### config.mk
export PLATFORM = sky130hd
export DESIGN_NAME = ikbd_uart_flat
export DESIGN_NICKNAME = d
export VERILOG_FILES = /design/src/rtl/ikbd_uart_if.sv /design/src/rtl/ikbd_uart.sv /design/src/flat_wrapper.sv
export SDC_FILE = /design/constraint.sdc
export NUM_CORES = 1
export LEC_CHECK = 0
export CAP_MARGIN = 0
export CORE_ASPECT_RATIO = 0.8
export CORE_UTILIZATION = 50
export DETAILED_ROUTE_END_ITERATION = 8
export PLACE_DENSITY = 0.66
export SYNTH_ARGS = -nofsm -noshare
export SYNTH_HDL_FRONTEND = slang
export SYNTH_SLANG_ARGS = --single-unit
### constraint.sdc
create_clock -name clk -period 5.4 [get_ports clk]
set_input_delay 0.54 -clock clk [delete_from_list [all_inputs] [get_ports clk]]
set_output_delay 0.54 -clock clk [all_outputs]
set_load 0.01 [all_outputs]
### src/rtl/ikbd_uart_if.sv
// Host-side strobe/data signals plus the two serial pins of the IKBD link.
// The DUT takes the slave view; the IO controller / line side is the master.
interface ikbd_uart_if;
    logic       host_strobe_in;
    logic [7:0] host_data_in;
    logic       tx_out;
    logic       tx_fifo_full;
    logic       rx_in;
    logic       host_data_out_available;
    logic       host_strobe_out;
    logic [7:0] host_data_out;
    logic       rx_overrun;
    logic       rx_frame_error;

    modport master (
        output host_strobe_in, host_data_in, rx_in, host_strobe_out,
        input  tx_out, tx_fifo_full, host_data_out_available, host_data_out,
               rx_overrun, rx_frame_error
    );

    modport slave (
        input  host_strobe_in, host_data_in, rx_in, host_strobe_out,
        output tx_out, tx_fifo_full, host_data_out_available, host_data_out,
               rx_overrun, rx_frame_error
    );
endinterface

### src/rtl/ikbd_uart.sv
// Keyboard end of the IKBD serial link: 8N1 at 16x oversampling, with a byte
// FIFO in each direction towards the IO controller.
module ikbd_uart #(
    parameter int CLK_DIV        = 64,
    parameter int FIFO_ADDR_BITS = 4
) (
    input  logic       clk,
    input  logic       reset,
    ikbd_uart_if.slave bus
);
    localparam int AW = FIFO_ADDR_BITS;
    localparam int PW = (CLK_DIV > 1) ? $clog2(CLK_DIV) : 1;
    localparam logic [PW-1:0] DIV_LAST = PW'(CLK_DIV - 1);
    localparam logic [PW-1:0] DIV_ONE  = PW'(1);
    localparam logic [AW:0]   PTR_ONE  = (AW+1)'(1);

    typedef enum logic [1:0] {S_IDLE, S_START, S_DATA, S_STOP} state_t;

    logic [PW-1:0] div_cnt;
    logic          tick;

    always_ff @(posedge clk) begin
        if (reset || tick) div_cnt <= '0;
        else               div_cnt <= div_cnt + DIV_ONE;
    end

    assign tick = (div_cnt == DIV_LAST);

    // Strobe synchronizers: _p0 metastable, _p1 synchronized, _p2 previous value
    logic strb_in_p0, strb_in_p1, strb_in_p2;
    logic strb_out_p0, strb_out_p1, strb_out_p2;
    logic push_edge, pop_edge;

    always_ff @(posedge clk) begin
        if (reset) begin
            strb_in_p0  <= 1'b0;
            strb_in_p1  <= 1'b0;
            strb_in_p2  <= 1'b0;
            strb_out_p0 <= 1'b0;
            strb_out_p1 <= 1'b0;
            strb_out_p2 <= 1'b0;
        end else begin
            strb_in_p0  <= bus.host_strobe_in;
            strb_in_p1  <= strb_in_p0;
            strb_in_p2  <= strb_in_p1;
            strb_out_p0 <= bus.host_strobe_out;
            strb_out_p1 <= strb_out_p0;
            strb_out_p2 <= strb_out_p1;
        end
    end

    assign push_edge = strb_in_p1 & ~strb_in_p2;
    assign pop_edge  = strb_out_p1 & ~strb_out_p2;

    // TX FIFO; the extra pointer MSB separates full from empty
    logic [7:0]  tx_mem [0:(1<<AW)-1];
    logic [AW:0] tx_wr, tx_rd;
    logic        tx_full, tx_empty, tx_push, tx_pop;

    assign tx_empty = (tx_wr == tx_rd);
    assign tx_full  = (tx_wr[AW-1:0] == tx_rd[AW-1:0]) && (tx_wr[AW] != tx_rd[AW]);
    assign tx_push  = push_edge && !tx_full;

    always_ff @(posedge clk) begin
        if (reset) begin
            tx_wr <= '0;
            tx_rd <= '0;
        end else begin
            if (tx_push) tx_wr <= tx_wr + PTR_ONE;
            if (tx_pop)  tx_rd <= tx_rd + PTR_ONE;
        end
    end

    always_ff @(posedge clk) begin
        if (tx_push) tx_mem[tx_wr[AW-1:0]] <= bus.host_data_in;
    end

    state_t     tx_state, tx_state_nx;
    logic [3:0] tx_sub;
    logic [2:0] tx_bit;
    logic [7:0] tx_shift;
    logic       tx_sub_end;
    logic       tx_line;

    assign tx_sub_end = tick && (tx_sub == 4'd15);

    always_ff @(posedge clk) begin
        if (reset) tx_state <= S_IDLE;
        else       tx_state <= tx_state_nx;
    end

    always_comb begin
        tx_state_nx = tx_state;
        tx_pop      = 1'b0;
        case (tx_state)
            S_IDLE: begin
                if (tick && !tx_empty) begin
                    tx_pop      = 1'b1;
                    tx_state_nx = S_START;
                end
            end
            S_START: if (tx_sub_end) tx_state_nx = S_DATA;
            S_DATA:  if (tx_sub_end && tx_bit == 3'd7) tx_state_nx = S_STOP;
            S_STOP: begin
                // Chain straight into the next start bit when more bytes wait
                if (tx_sub_end) begin
                    if (!tx_empty) begin
                        tx_pop      = 1'b1;
                        tx_state_nx = S_START;
                    end else begin
                        tx_state_nx = S_IDLE;
                    end
                end
            end
            default: tx_state_nx = S_IDLE;
        endcase
    end

    always_comb begin
        tx_line = 1'b1;
        case (tx_state)
            S_START: tx_line = 1'b0;
            S_DATA:  tx_line = tx_shift[0];
            default: tx_line = 1'b1;
        endcase
    end

    always_ff @(posedge clk) begin
        if (reset) begin
            tx_sub <= '0;
            tx_bit <= '0;
        end else if (tx_state == S_IDLE || tx_pop) begin
            tx_sub <= '0;
            tx_bit <= '0;
        end else if (tick) begin
            tx_sub <= tx_sub + 4'd1;
            if (tx_sub_end && tx_state == S_DATA) tx_bit <= tx_bit + 3'd1;
        end
    end

    always_ff @(posedge clk) begin
        if (tx_pop)                                 tx_shift <= tx_mem[tx_rd[AW-1:0]];
        else if (tx_sub_end && tx_state == S_DATA)  tx_shift <= {1'b0, tx_shift[7:1]};
    end

    // RX line: _p0/_p1 synchronizer, then a 4-sample majority-free glitch filter
    logic       rx_p0, rx_p1;
    logic [3:0] rx_filt_sh, rx_filt_sh_nx;
    logic       rx_filt;

    assign rx_filt_sh_nx = {rx_filt_sh[2:0], rx_p1};

    always_ff @(posedge clk) begin
        if (reset) begin
            rx_p0      <= 1'b1;
            rx_p1      <= 1'b1;
            rx_filt_sh <= 4'hF;
            rx_filt    <= 1'b1;
        end else begin
            rx_p0 <= bus.rx_in;
            rx_p1 <= rx_p0;
            if (tick) begin
                rx_filt_sh <= rx_filt_sh_nx;
                if (rx_filt_sh_nx == 4'h0)      rx_filt <= 1'b0;
                else if (rx_filt_sh_nx == 4'hF) rx_filt <= 1'b1;
            end
        end
    end

    state_t     rx_state, rx_state_nx;
    logic [3:0] rx_sub;
    logic [2:0] rx_bit;
    logic [7:0] rx_shift;
    logic       rx_sample, rx_wait_high;
    logic       rx_push, rx_pop, rx_ovr_set, rx_ferr_set;
    logic       rx_full, rx_empty;

    assign rx_sample = tick && (rx_sub == 4'd15);

    always_ff @(posedge clk) begin
        if (reset) rx_state <= S_IDLE;
        else       rx_state <= rx_state_nx;
    end

    always_comb begin
        rx_state_nx = rx_state;
        case (rx_state)
            S_IDLE:  if (tick && !rx_filt && !rx_wait_high) rx_state_nx = S_START;
            S_START: if (rx_sample) rx_state_nx = rx_filt ? S_IDLE : S_DATA;
            S_DATA:  if (rx_sample && rx_bit == 3'd7) rx_state_nx = S_STOP;
            S_STOP:  if (rx_sample) rx_state_nx = S_IDLE;
            default: rx_state_nx = S_IDLE;
        endcase
    end

    always_comb begin
        rx_push     = 1'b0;
        rx_ovr_set  = 1'b0;
        rx_ferr_set = 1'b0;
        if (rx_state == S_STOP && rx_sample) begin
            rx_push     = rx_filt && !rx_full;
            rx_ovr_set  = rx_filt && rx_full;
            rx_ferr_set = !rx_filt;
        end
    end

    // Sub-counter starts at 8 so the first sample lands mid start bit
    always_ff @(posedge clk) begin
        if (reset) begin
            rx_sub       <= '0;
            rx_bit       <= '0;
            rx_wait_high <= 1'b0;
        end else begin
            if (rx_state == S_IDLE) begin
                rx_sub <= 4'd8;
                rx_bit <= '0;
            end else if (tick) begin
                rx_sub <= rx_sub + 4'd1;
                if (rx_sample && rx_state == S_DATA) rx_bit <= rx_bit + 3'd1;
            end
            if (rx_ferr_set)  rx_wait_high <= 1'b1;
            else if (rx_filt) rx_wait_high <= 1'b0;
        end
    end

    always_ff @(posedge clk) begin
        if (rx_sample && rx_state == S_DATA) rx_shift <= {rx_filt, rx_shift[7:1]};
    end

    logic rx_overrun_q, rx_frame_error_q;

    always_ff @(posedge clk) begin
        if (reset) begin
            rx_overrun_q     <= 1'b0;
            rx_frame_error_q <= 1'b0;
        end else begin
            if (rx_ovr_set)  rx_overrun_q     <= 1'b1;
            if (rx_ferr_set) rx_frame_error_q <= 1'b1;
        end
    end

    logic [7:0]  rx_mem [0:(1<<AW)-1];
    logic [AW:0] rx_wr, rx_rd;

    assign rx_empty = (rx_wr == rx_rd);
    assign rx_full  = (rx_wr[AW-1:0] == rx_rd[AW-1:0]) && (rx_wr[AW] != rx_rd[AW]);
    assign rx_pop   = pop_edge && !rx_empty;

    always_ff @(posedge clk) begin
        if (reset) begin
            rx_wr <= '0;
            rx_rd <= '0;
        end else begin
            if (rx_push) rx_wr <= rx_wr + PTR_ONE;
            if (rx_pop)  rx_rd <= rx_rd + PTR_ONE;
        end
    end

    always_ff @(posedge clk) begin
        if (rx_push) rx_mem[rx_wr[AW-1:0]] <= rx_shift;
    end

    assign bus.tx_out                  = tx_line;
    assign bus.tx_fifo_full            = tx_full;
    assign bus.host_data_out_available = !rx_empty;
    assign bus.host_data_out           = rx_mem[rx_rd[AW-1:0]];
    assign bus.rx_overrun              = rx_overrun_q;
    assign bus.rx_frame_error          = rx_frame_error_q;
endmodule

### src/flat_wrapper.sv
// flat-port wrapper written by rule: the top's interface ports become plain ports
module ikbd_uart_flat 
#(
    parameter int CLK_DIV        = 64,
    parameter int FIFO_ADDR_BITS = 4
)
  (clk, reset, bus_host_strobe_in, bus_host_data_in, bus_rx_in, bus_host_strobe_out, bus_tx_out, bus_tx_fifo_full, bus_host_data_out_available, bus_host_data_out, bus_rx_overrun, bus_rx_frame_error);
  ikbd_uart_if bus_i ();
  input  logic clk;
  input  logic reset;
  input wire logic [$bits(bus_i.host_strobe_in)-1:0] bus_host_strobe_in;
  input wire logic [$bits(bus_i.host_data_in)-1:0] bus_host_data_in;
  input wire logic [$bits(bus_i.rx_in)-1:0] bus_rx_in;
  input wire logic [$bits(bus_i.host_strobe_out)-1:0] bus_host_strobe_out;
  output wire logic [$bits(bus_i.tx_out)-1:0] bus_tx_out;
  output wire logic [$bits(bus_i.tx_fifo_full)-1:0] bus_tx_fifo_full;
  output wire logic [$bits(bus_i.host_data_out_available)-1:0] bus_host_data_out_available;
  output wire logic [$bits(bus_i.host_data_out)-1:0] bus_host_data_out;
  output wire logic [$bits(bus_i.rx_overrun)-1:0] bus_rx_overrun;
  output wire logic [$bits(bus_i.rx_frame_error)-1:0] bus_rx_frame_error;
  assign bus_i.host_strobe_in = bus_host_strobe_in;
  assign bus_i.host_data_in = bus_host_data_in;
  assign bus_i.rx_in = bus_rx_in;
  assign bus_i.host_strobe_out = bus_host_strobe_out;
  assign bus_tx_out = bus_i.tx_out;
  assign bus_tx_fifo_full = bus_i.tx_fifo_full;
  assign bus_host_data_out_available = bus_i.host_data_out_available;
  assign bus_host_data_out = bus_i.host_data_out;
  assign bus_rx_overrun = bus_i.rx_overrun;
  assign bus_rx_frame_error = bus_i.rx_frame_error;
  ikbd_uart #(.CLK_DIV(CLK_DIV), .FIFO_ADDR_BITS(FIFO_ADDR_BITS)) u_core (.clk(clk), .reset(reset), .bus(bus_i));
endmodule
==> results.env, run 1 <==
DRCVIOLATIONCOUNT=0
GRT_SETUP_UNREPAIRED='false'
CTS_BUFFERS=34
TIMING.FMAX_GHz=0.2654
DRT_PASS1_ITERATIONS=5
GRT_PASS1_WL_MM=39.53
SYNTH_ENABLE_FLOP_CELLS=272
POWERDENSITY_nW_PER_UM2=335.9
CP_DATA_REQUIRED_TIME_NS=4.86
PLACEMENTROWS=53
NUMBER_OF_BUFFERS_INSERTED_BY_HOLD_REPAIR_AT_CTS=0
FINAL.MIN_CLOCK_PERIOD_NS=3.768
TIMING.SETUP.CRITICAL_PATH_CLASS='reg2out'
GR-USAGE-ALL-LAYERS_PCT=19.28
CTS.CLK_SLEW.WORST_PATHS_NS=0.05
CRIT_PATH_FREQUENT_CELL='sky130_fd_sc_hd__mux4_2'
CTS_SINKS=339
STARTPOINT_OF_THE_TIGHTEST_HOLD_CHECK_PATH='u_core.rx_p0$_SDFF_PP1_'
YS_WARN_COUNT=0
HOLD_VIOLATIONS=0
POSTLAYOUTCELLAREA_UM2=15120
VIAS=6739
GRT_START_MAX_NET_PINS=57
CTS_ROOT_BUFFER='sky130_fd_sc_hd__clkbuf_16'
SYNTH.CELL_AREA_UM2=13520
SYN_NETS=783
COREAREA_UM2=26390
POWER.STATIC_LEAKAGE_nW=4.930
GRT_ANTENNA_BEFORE_REPAIR=0
ASYNCSETRESETFLOPFRACSYNTH_PCT=0
INSTANCE_COUNT_ALONG_THE_MOST_CRITICAL_HOLD_PATH=1
HOLD_PATH_CLASS='reg2reg'
TIMING.CRITICAL_PATH.FROM_TYPE='flip-flop'
TIMING.CRITICAL_PATH.SLOWEST_STAGE_CELL='sky130_fd_sc_hd__dfxtp_2'
H-TREE-DEPTH=2
TOP_LEVEL_PORTS=26
LAYOUT-DRIVE-GT1-SHARE_PCT=15.19
SYNTH-MAIN-FF-CELL='sky130_fd_sc_hd__edfxtp_1'
FINAL_NETS=815
WORST_R2R_STARTPOINT='u_core.tx_wr[2]$_SDFFE_PP0P_'
FINALSETUPVIOLATIONS=0
ANTENNADIODECOUNT=0
DRT-VIAS-PER-INSTANCE=5.809
ROUTABILITYCONGESTION=0.7715
GRT_PASS1_VIAS=6772
WORSTREG2REGEND='u_core.tx_shift[6]$_DFFE_PP_'
WORST-ENDPOINT-ARRIVAL_NS=3.23
DIE_H_UM=149.1
CTS_TREE='done'
DRT_WL_TOTAL_MM=25.41
FINAL_ANTENNA_NET_COUNT=0
VDD_DROP_MAX_V=0.0002746
NUMBER_OF_CELLS_TRAVERSED_BY_THE_WORST_REGISTER_TO_REGISTER_PATH=4
FINALSETUPTNS_NS=0
SYNTH_SEQ_CELLS=339
PORT-BUFFER-COUNT=25
CRIT_PATH_END_KIND='primary output'
POSTSYNTHAREAPERCELL_UM2=18.07
WORSTSKEWPAIRLATENCY_NS=0.50
YS_SEQ_AREA_SHARE_PCT=70.34
INITIAL_UTILIZATION_PCT=51.22
FLOORPLAN.DIE_AREA_UM2=27700
FILLER_CELL_COUNT=2006
POSTCTSRESIZEDCELLS=0
ROUTEDWLPERCELL_UM=21.91
POST_CTS_BUFFERS=0
SYNTH_CELL_TYPES=47
WORST_SLEW_PIN_SLEW_NS=1.146
DIE_X_UM=185.8
MAX_CLOCK_SKEW_NS=0.01786
PLACEMENT.CELL_AREA_UM2=14080
REGTOREGSETUPSLACK_NS=2.50
GRT_OVERFLOW_TOTAL=0
PINS_OVER_THEIR_SLEW_LIMIT=0
RUN_STATUS='finished clean'
PLACE_HPWL_MM=15.69
MAX_ROOT_SINK_BUFFERS=3
MAX-CAP-VIOLATIONS=0
AREA_GROWTH_PCT=11.88
TIMING.FINAL.CRIT_SHARE_PCT=69.77
CRITICAL_PATH.MAX_FANOUT=32
WORST_PATH_MAX_STAGE_DELAY_NS=1.06
POSTSYNTHCELLCOUNT=748
CP_CELL_SEQUENCE='mux4_2 -> mux4_2 -> clkdlybuf4s50_1'
WORST_SLEW_MARGIN_RELATIVE_TO_ITS_LIMIT_PCT=23.58
HOLD_ENDPOINT='u_core.rx_p1$_SDFF_PP1_'
DR.FIRST_ITER.DRC_COUNT=532
-- cell usage after synthesis, types with 8 or more instances --
cell type                  number  share of area [%]
sky130_fd_sc_hd__inv_1          8               0.22
sky130_fd_sc_hd__clkbuf_1      16               0.44
sky130_fd_sc_hd__ha_1          22                2.0
sky130_fd_sc_hd__nor2b_1       17               0.79
sky130_fd_sc_hd__nand2_1       27               0.75
sky130_fd_sc_hd__xor2_1        18                1.2
sky130_fd_sc_hd__edfxtp_1     272                 60
sky130_fd_sc_hd__nand3_1        9               0.33
sky130_fd_sc_hd__nor3_1        10               0.37
sky130_fd_sc_hd__a21oi_1       14               0.52
sky130_fd_sc_hd__mux4_1        25                4.9
sky130_fd_sc_hd__dfxtp_1       67                9.9
sky130_fd_sc_hd__mux4_2        55                9.2
sky130_fd_sc_hd__nor2_1        49                1.4
sky130_fd_sc_hd__mux2_2         8               0.67
sky130_fd_sc_hd__xnor2_1       15               0.97
sky130_fd_sc_hd__and3_1        28                1.3
-- per-layer routing --
layer  track usage [%]  routed length [µm]
met1             28.04               11660
met2             30.24               11990
met3             3.198                1277
met4             5.492                 481
met5                 0                   0
-- final cells by class --
| class | instances | area [µm²] | area share, % |
|---|---|---|---|
| multi-input combinational | 367 | 3809 | 25.18 |
| sequential | 339 | 9512 | 62.89 |
| clock buffer | 44 | 919.6 | 6.081 |
| timing repair buffer | 30 | 282.8 | 1.870 |
| inverter | 8 | 30.03 | 0.1986 |
| tap | 357 | 446.7 | 2.954 |
| clock inverter | 15 | 123.9 | 0.8191 |
-- per-stage QoR --
step	worst slack, ns	cells	power [mW]	util, %	hold slack, ns
after CTS	1.523	1160	5.127	57.30	0.4242
after floorplan	3.007	748	2.887	-	0.3895
after global placement	2.127	1101	2.911	53.35	0.4097
final	1.632	1160	5.079	57.30	0.4185
after global routing	1.418	1160	5.223	57.30	0.4488
after detailed placement	2.067	1101	2.915	53.35	0.4049
-- worst max path at each step --
| stage | start | end | slack, ns |
|---|---|---|---|
| after floorplan | u_core.div_cnt[0]$_SDFF_PP0_ | u_core.rx_mem[3][0]$_DFFE_PP_ | 3.01 |
| after global placement | flip-flop | bus_host_data_out[7] | 2.13 |
| after detailed placement | flip-flop | bus_host_data_out[7] | 2.07 |
| after CTS | flip-flop | bus_host_data_out[5] | 1.52 |
| after global routing | flip-flop | bus_host_data_out[5] | 1.42 |
| final | flip-flop | bus_host_data_out[0] | 1.63 |
-- cells in the final DEF (no fill, tap or decap), types with 3 or more instances in the layout --
cell / Yosys / final
sky130_fd_sc_hd__buf_4: 1 / 5
sky130_fd_sc_hd__clkbuf_1: 16 / 8
sky130_fd_sc_hd__or2_2: 4 / 4
sky130_fd_sc_hd__nor4_1: 3 / 3
sky130_fd_sc_hd__a21oi_1: 14 / 14
sky130_fd_sc_hd__mux2_2: 8 / 8
sky130_fd_sc_hd__nor2b_1: 17 / 17
sky130_fd_sc_hd__o211ai_1: 7 / 7
sky130_fd_sc_hd__o21ai_0: 7 / 7
sky130_fd_sc_hd__mux2i_1: 6 / 6
sky130_fd_sc_hd__nand3b_1: 3 / 3
sky130_fd_sc_hd__dfxtp_1: 67 / 65
sky130_fd_sc_hd__nand2_1: 27 / 27
sky130_fd_sc_hd__a22oi_1: 4 / 4
sky130_fd_sc_hd__nor2_1: 49 / 49
sky130_fd_sc_hd__xnor2_1: 15 / 15
sky130_fd_sc_hd__and3_1: 28 / 28
sky130_fd_sc_hd__ha_1: 22 / 22
sky130_fd_sc_hd__clkinv_1: 0 / 8
sky130_fd_sc_hd__clkdlybuf4s50_1: 0 / 24
sky130_fd_sc_hd__mux4_2: 55 / 55
sky130_fd_sc_hd__nand3_1: 9 / 9
sky130_fd_sc_hd__nand4_1: 5 / 5
sky130_fd_sc_hd__or3_1: 7 / 7
sky130_fd_sc_hd__clkbuf_16: 0 / 35
sky130_fd_sc_hd__nor3_1: 10 / 10
sky130_fd_sc_hd__inv_1: 8 / 8
sky130_fd_sc_hd__and2_1: 3 / 3
sky130_fd_sc_hd__mux4_1: 25 / 25
sky130_fd_sc_hd__o21a_1: 4 / 4
sky130_fd_sc_hd__xor2_1: 18 / 18
sky130_fd_sc_hd__edfxtp_1: 272 / 272
-- registers in the layout, indices dropped and copies added (netlist names), 2 cells and up, named ones only --
signal,flops
u_core.rx_rd,5
u_core.tx_sub,4
u_core.rx_wr,5
u_core.tx_mem,128
u_core.rx_mem,128
u_core.tx_bit,3
u_core.rx_shift,8
u_core.tx_rd,5
u_core.tx_state,2
u_core.tx_wr,5
u_core.rx_sub,4
u_core.rx_filt_sh,3
u_core.rx_bit,3
u_core.tx_shift,8
u_core.div_cnt,6
-- power by group --
group | switching (mW) | total (mW) | leakage, nW | internal, mW
Combinational | 0.0305 | 0.0483 | 1.44 | 0.0178
Clock | 0.925 | 2.22 | 0.498 | 1.30
Sequential | 0.00498 | 2.81 | 2.99 | 2.81
-- worst max-delay path, delay by kind of cell (launching register included) --
kind	cells	cell delay (ns)
buf+inv	1	0.51
flops	1	1.06
mux	2	1.12
-- cells by family (layout without fill, tap and decap cells) --
kind of cell,Yosys count,after routing,synth area share (%)
DFF,339,339,70.34
adders and majority gates,22,22,2.036
buffers and inverters,42,97,1.481
xor gates and xnor gates,33,33,2.138
muxes,94,94,15.13
AOI/OAI and AO/OA,47,47,2.333
and+or+nand+nor,171,171,6.535
(Power assumes the default switching activity.)
==> run 2, diff against run 1 <==
==> constraint.sdc (replaced) <==
create_clock -name clk -period 3.9 [get_ports clk]
set_input_delay 0.39 -clock clk [delete_from_list [all_inputs] [get_ports clk]]
set_output_delay 0.39 -clock clk [all_outputs]
set_load 0.01 [all_outputs]
==> results.env, run 2 (same netlist as run 1, synthesis figures left out) <==
DIE_X_UM=185.8  # unchanged
FINAL_ANTENNA_NET_COUNT=0  # unchanged
WORST_R2R_STARTPOINT='u_core.tx_wr[3]$_SDFFE_PP0P_'
WORST_PATH_MAX_STAGE_DELAY_NS=0.58  # -0.48 ns
CTS_TREE='done'
FINAL_NETS=821  # +0.74%
ROUTABILITYCONGESTION=0.7752  # +0.48%
HOLD_VIOLATIONS=0  # unchanged
INSTANCE_COUNT_ALONG_THE_MOST_CRITICAL_HOLD_PATH=1  # unchanged
GR-USAGE-ALL-LAYERS_PCT=19.81  # +0.54 points
GRT_ANTENNA_BEFORE_REPAIR=0  # unchanged
WORSTSKEWPAIRLATENCY_NS=0.53  # +0.03 ns
GRT_SETUP_UNREPAIRED='false'
NUMBER_OF_CELLS_TRAVERSED_BY_THE_WORST_REGISTER_TO_REGISTER_PATH=4  # unchanged
CTS_BUFFERS=35  # +2.9%
MAX-CAP-VIOLATIONS=0  # unchanged
TIMING.CRITICAL_PATH.FROM_TYPE='flip-flop'
ROUTEDWLPERCELL_UM=22.40  # +2.3%
GRT_OVERFLOW_TOTAL=0  # unchanged
ANTENNADIODECOUNT=0  # unchanged
VDD_DROP_MAX_V=0.0003601  # +31%
WORSTSETUPENDPOINT='bus_host_data_out[2]'
POST_CTS_BUFFERS=0  # unchanged
MOSTFREQUENTLAYOUTCELLS='sky130_fd_sc_hd__edfxtp_1, sky130_fd_sc_hd__dfxtp_1, sky130_fd_sc_hd__mux4_2, sky130_fd_sc_hd__nor2_1, sky130_fd_sc_hd__clkbuf_16'
DRCVIOLATIONCOUNT=0  # unchanged
CP_CELL_SEQUENCE='buf_4 -> mux4_2 -> mux4_2 -> clkdlybuf4s50_1'
TIMING.CRITICAL_PATH.MAX_DELAY_FAMILY='multiplexers'
CRIT_PATH_END_KIND='primary output'
FINAL.MIN_CLOCK_PERIOD_NS=3.216
TIMING.CRITICAL_PATH.SLOWEST_STAGE_CELL='sky130_fd_sc_hd__mux4_2'
CP_DATA_REQUIRED_TIME_NS=3.51  # -1.35 ns
PLACE_HPWL_MM=16.25  # +3.6%
CRIT_PATH_FREQUENT_CELL='sky130_fd_sc_hd__mux4_2'
GRT_PASS1_VIAS=6836  # +0.95%
FINALSETUPTNS_NS=0  # unchanged
PINS_OVER_THEIR_SLEW_LIMIT=0  # unchanged
WORST_SLEW_PIN_SLEW_NS=1.111  # -0.03533 ns
WORST_SLEW_MARGIN_RELATIVE_TO_ITS_LIMIT_PCT=25.67  # +2.1 points
CTS.CLK_SLEW.WORST_PATHS_NS=0.06  # about the same
DIE_H_UM=149.1  # unchanged
MET2_USAGE_PCT=31.36  # +1.1 points
VIAS=6764  # +0.37%
RUN_STATUS='finished clean'
GRT_PASS1_WL_MM=40.20  # +1.7%
INITIAL_UTILIZATION_PCT=51.22  # unchanged
USE_MET1_PCT=28.22  # +0.17 points
DR.FIRST_ITER.DRC_COUNT=498  # -6.4%
HOLD_PATH_CLASS='reg2reg'
WORSTREG2REGEND='u_core.tx_shift[6]$_DFFE_PP_'
DRT-VIAS-PER-INSTANCE=5.781  # -0.49%
GR-MAX-USAGE-LAYER='met2'
TIMING.SETUP.CRITICAL_PATH_CLASS='reg2out'
POWER.STATIC_LEAKAGE_nW=5.013  # +1.7%
LAYOUT-DRIVE-GT1-SHARE_PCT=16.48  # +1.3 points
PLACEMENTROWS=53  # unchanged
MOSTFREQUENTLAYOUTCELL='sky130_fd_sc_hd__edfxtp_1'
PORT-BUFFER-COUNT=25  # unchanged
WORST-PATH-STAGES=4  # +1
POWERDENSITY_nW_PER_UM2=475.6  # +42%
COREAREA_UM2=26390  # unchanged
FLOORPLAN.DIE_AREA_UM2=27700  # unchanged
GRT_START_MAX_NET_PINS=57  # unchanged
CRITICAL_PATH.MAX_FANOUT=16  # -50%
MAX_CLOCK_SKEW_NS=0.02675  # +0.008887 ns
FINALSETUPVIOLATIONS=0  # unchanged
AREA_GROWTH_PCT=12.94
TIMING.FMAX_GHz=0.3109
POWER_mW=7.260  # +43%
NUMBER_OF_BUFFERS_INSERTED_BY_HOLD_REPAIR_AT_CTS=0  # unchanged
TOP_LEVEL_PORTS=26  # unchanged
CP.BUFFERS_INVERTERS=2  # +1
TIMING.FINAL.CRIT_SHARE_PCT=82.47
CTS_ROOT_BUFFER='sky130_fd_sc_hd__clkbuf_16'
CTS_SINKS=339  # unchanged
USE_MET3_PCT=4.248  # +1.0 points
DRT_PASS1_ITERATIONS=5  # unchanged
H-TREE-DEPTH=2  # unchanged
DRT_WL_TOTAL_MM=26.21  # +3.1%
REGTOREGSETUPSLACK_NS=1.07  # -1.43 ns
POSTCTSRESIZEDCELLS=0  # unchanged
MAX_ROOT_SINK_BUFFERS=3  # unchanged
WORST-ENDPOINT-ARRIVAL_NS=2.83  # -0.40 ns
==> run 2: layout make-up <==
| cell class | instances | area (µm²) |
|---|---|---|
| clock buffer | 44 | 930.9 |
| clock inverter | 20 | 214.0 |
| fill | 1993 | 11130 |
| inverter | 8 | 30.03 |
| multi-input combinational | 367 | 3814 |
| sequential | 339 | 9512 |
| tap | 357 | 446.7 |
| timing repair buffer | 35 | 320.3 |
==> run 2: how the worst min path moves through the flow <==
stage | from | endpoint | slack, ns
floorplan | u_core.rx_p0$_SDFF_PP1_ | u_core.rx_p1$_SDFF_PP1_ | 0.39
global placement | u_core.rx_p0$_SDFF_PP1_ | u_core.rx_p1$_SDFF_PP1_ | 0.40
detailed placement | u_core.rx_p0$_SDFF_PP1_ | u_core.rx_p1$_SDFF_PP1_ | 0.40
CTS | bus_host_strobe_in | u_core.strb_in_p0$_SDFF_PP0_ | 0.42
global route | bus_host_strobe_out | u_core.strb_out_p0$_SDFF_PP0_ | 0.43
finish | u_core.rx_p0$_SDFF_PP1_ | u_core.rx_p1$_SDFF_PP1_ | 0.42
==> run 2: metal layers <==
layer / up-vias / part of all wire [%] / wire (µm)
met2: 202 / 48 / 12450
met1: 3482 / 45 / 11710
met5: - / 0 / 0
li1: 3051 / - / -
met3: 29 / 6.5 / 1699
met4: 0 / 1.4 / 354
==> run 2: stage by stage <==
| stage | area, µm² | utilization [%] | worst slack, ns | cells | hold slack, ns |
|---|---|---|---|---|---|
| after floorplan | 13520 | - | 1.507 | 748 | 0.3895 |
| after global routing | 15270 | 57.85 | 0.5620 | 1170 | 0.4343 |
| after detailed placement | 14120 | 53.51 | 1.080 | 1106 | 0.4050 |
| after CTS | 15270 | 57.85 | 0.6239 | 1170 | 0.4220 |
| after global placement | 14120 | 53.51 | 1.206 | 1106 | 0.4047 |
| final | 15270 | 57.85 | 0.6838 | 1170 | 0.4173 |
==> run 2: where the power goes <==
group	switching [mW]	internal (mW)	total (mW)
sequential	0.00758	3.89	3.89
combinational	0.0423	0.0247	0.0671
clock	1.33	1.97	3.30
==> run 3, diff against run 2 <==
==> constraint.sdc (replaced) <==
create_clock -name clk -period 3 [get_ports clk]
set_input_delay 0.3 -clock clk [delete_from_list [all_inputs] [get_ports clk]]
set_output_delay 0.3 -clock clk [all_outputs]
set_load 0.01 [all_outputs]
==> results.env, run 3 (same netlist as run 1, synthesis figures left out) <==
POWER.STATIC_LEAKAGE_nW=5.055  # +0.84%
FILLER_CELL_COUNT=1984  # -0.45%
GRT_PASS1_WL_MM=40.90  # +1.7%
PLACE_HPWL_MM=16.88  # +3.8%
HOLD_VIOLATIONS=0  # unchanged
RUN_STATUS='finished clean'
MAX-CAP-VIOLATIONS=0  # unchanged
WORST-ENDPOINT-ARRIVAL_NS=2.62  # -0.21 ns
TIMING.FMAX_GHz=0.3420
GRT_OVERFLOW_TOTAL=0  # unchanged
CTS.CLK_SLEW.WORST_PATHS_NS=0.06  # about the same
INSTANCES_NO_FILL=1180  # +0.85%
DIE_H_UM=149.1  # unchanged
CTS_ROOT_BUFFER='sky130_fd_sc_hd__clkbuf_16'
STARTPOINT_OF_THE_TIGHTEST_HOLD_CHECK_PATH='reset'
ROUTABILITYCONGESTION=0.8243  # +6.3%
AREA_GROWTH_PCT=13.37
FINAL.MIN_CLOCK_PERIOD_NS=2.924
MET2_USAGE_PCT=31.03  # -0.34 points
FINAL_NETS=835  # +1.7%
FINAL_ANTENNA_NET_COUNT=0  # unchanged
WORST_SLEW_PIN_SLEW_NS=0.7942  # -0.3167 ns
DRT_PASS1_ITERATIONS=5  # unchanged
VIAS=6841  # +1.1%
TIMING.FINAL.CRIT_SHARE_PCT=97.46
GRT_ANTENNA_BEFORE_REPAIR=0  # unchanged
COREAREA_UM2=26390  # unchanged
DPL.CELL_COUNT=1114  # +0.72%
H-TREE-DEPTH=2  # unchanged
PRE_CTS_WS_NS=0.2529  # -0.8275 ns
HOLD_PATH_CLASS='in2reg'
CTS_BUFFERS=34  # -2.9%
ROUTEDWLPERCELL_UM=22.71  # +1.4%
MAX_ROOT_SINK_BUFFERS=3  # unchanged
PINS_OVER_THEIR_SLEW_LIMIT=0  # unchanged
CP_DATA_REQUIRED_TIME_NS=2.70  # -0.81 ns
LAYOUT-DRIVE-GT1-SHARE_PCT=17.86  # +1.4 points
FINALSETUPVIOLATIONS=0  # unchanged
TOP_LEVEL_PORTS=26  # unchanged
ANTENNADIODECOUNT=0  # unchanged
DRCVIOLATIONCOUNT=0  # unchanged
TIMING.SETUP.CRITICAL_PATH_CLASS='reg2out'
WORST_SLEW_MARGIN_RELATIVE_TO_ITS_LIMIT_PCT=47.05  # +21 points
TIMING.CRITICAL_PATH.FROM_TYPE='flip-flop'
MOSTFREQUENTLAYOUTCELLS='sky130_fd_sc_hd__edfxtp_1, sky130_fd_sc_hd__dfxtp_1, sky130_fd_sc_hd__mux4_2, sky130_fd_sc_hd__nor2_1, sky130_fd_sc_hd__clkbuf_16'
CRITICAL_PATH.MAX_FANOUT=32  # +16
DIE_X_UM=185.8  # unchanged
WORSTSKEWPAIRLATENCY_NS=0.50  # -0.03 ns
REGTOREGSETUPSLACK_NS=0.32  # -0.75 ns
HOLD_WORST_SLACK_NS=0.3223  # -0.09502 ns
CTS_SINKS=339  # unchanged
GRT_START_MAX_NET_PINS=38  # -33%
PORT-BUFFER-COUNT=25  # unchanged
GR-MAX-USAGE-LAYER='met2'
MAX_CLOCK_SKEW_NS=0.01736  # -0.009384 ns
DRT_WL_TOTAL_MM=26.80  # +2.3%
MOSTFREQUENTLAYOUTCELL='sky130_fd_sc_hd__edfxtp_1'
CRIT_PATH_END_KIND='primary output'
CTS_TREE='done'
POWERDENSITY_nW_PER_UM2=592.4  # +25%
DRT-VIAS-PER-INSTANCE=5.797  # +0.28%
INITIAL_UTILIZATION_PCT=51.22  # unchanged
FIN_WS_NS=0.07632  # -0.6075 ns
GR-USAGE-ALL-LAYERS_PCT=20.07  # +0.25 points
GRT_SETUP_UNREPAIRED='false'
USE_MET1_PCT=29.58  # +1.4 points
FINALSETUPTNS_NS=0  # unchanged
DR.FIRST_ITER.DRC_COUNT=732  # +47%
FLOORPLAN.DIE_AREA_UM2=27700  # unchanged
GRT_PASS1_VIAS=6878  # +0.61%
POSTLAYOUTCOREUTIL_PCT=58.07  # +0.22 points
USE_MET3_PCT=3.320  # -0.93 points
PLACEMENTROWS=53  # unchanged
WORST_R2R_STARTPOINT='u_core.div_cnt[0]$_SDFF_PP0_'
VDD_DROP_MAX_V=0.0004943  # +37%
## run 3: cell count changes in the layout (fill, tap and decap cells not counted), sizes merged
| cell | before | now |
|---|---|---|
| buf | 11 | 24 |
| bufinv | 4 | 1 |
| clkdlybuf4s50 | 24 | 22 |
| dlygate4sd2 | 0 | 2 |
## run 3: final timing paths
kind,end,cells after the start
setup reg to reg,u_core.rx_mem[6][5]$_DFFE_PP_,5
hold reg to reg,u_core.rx_p1$_SDFF_PP1_,1
setup / recovery,bus_host_data_out[2],4
hold / removal,flip-flop,2
## run 3: worst max-delay path: stages (launching register included)
cell                              delay (ns)
sky130_fd_sc_hd__dfxtp_1                0.31
sky130_fd_sc_hd__buf_4                  0.39
sky130_fd_sc_hd__mux4_2                 0.41
sky130_fd_sc_hd__mux4_2                 0.49
sky130_fd_sc_hd__clkdlybuf4s50_1        0.50
## run 3: area by class of cell
| class | instances | area, µm² | area share (%) |
|---|---|---|---|
| sequential | 339 | 9514 | 62.08 |
| multi-input combinational | 367 | 3812 | 24.88 |
| clock buffer | 42 | 902.1 | 5.886 |
| timing repair buffer | 50 | 503.0 | 3.282 |
| tap | 357 | 446.7 | 2.915 |
| clock inverter | 17 | 117.6 | 0.7674 |
| inverter | 8 | 30.03 | 0.1959 |
## run 3: routing by layer
layer	share of wire [%]	wire length, µm	vias to the layer above
li1	-	-	3080
met1	45	12070	3476
met2	46	12440	230
met3	6.1	1634	55
met4	2.5	661	0
met5	0	0	-
## run 3: repair_timing
item,4_1_cts,5_1_grt
setup buffers,0,5
setup endpoints to repair,2,7
hold buffers,0,0
gates cloned,0,2
gates resized for setup,2,2
## run 3: per-stage QoR
stage,cell area [µm²],total power [mW]
3_3_place_gp,14200,5.243
4_1_cts,15220,9.143
6_report,15330,9.079
3_5_place_dp,14200,5.250
2_1_floorplan,13520,5.197
5_1_grt,15330,9.334
## run 3: power by group
part           total (mW)  leakage, nW  switching (mW)  internal, mW
registers            5.06         3.00         0.00986          5.05
logic              0.0894         1.57          0.0552        0.0342
clock network        3.93        0.494            1.70          2.23
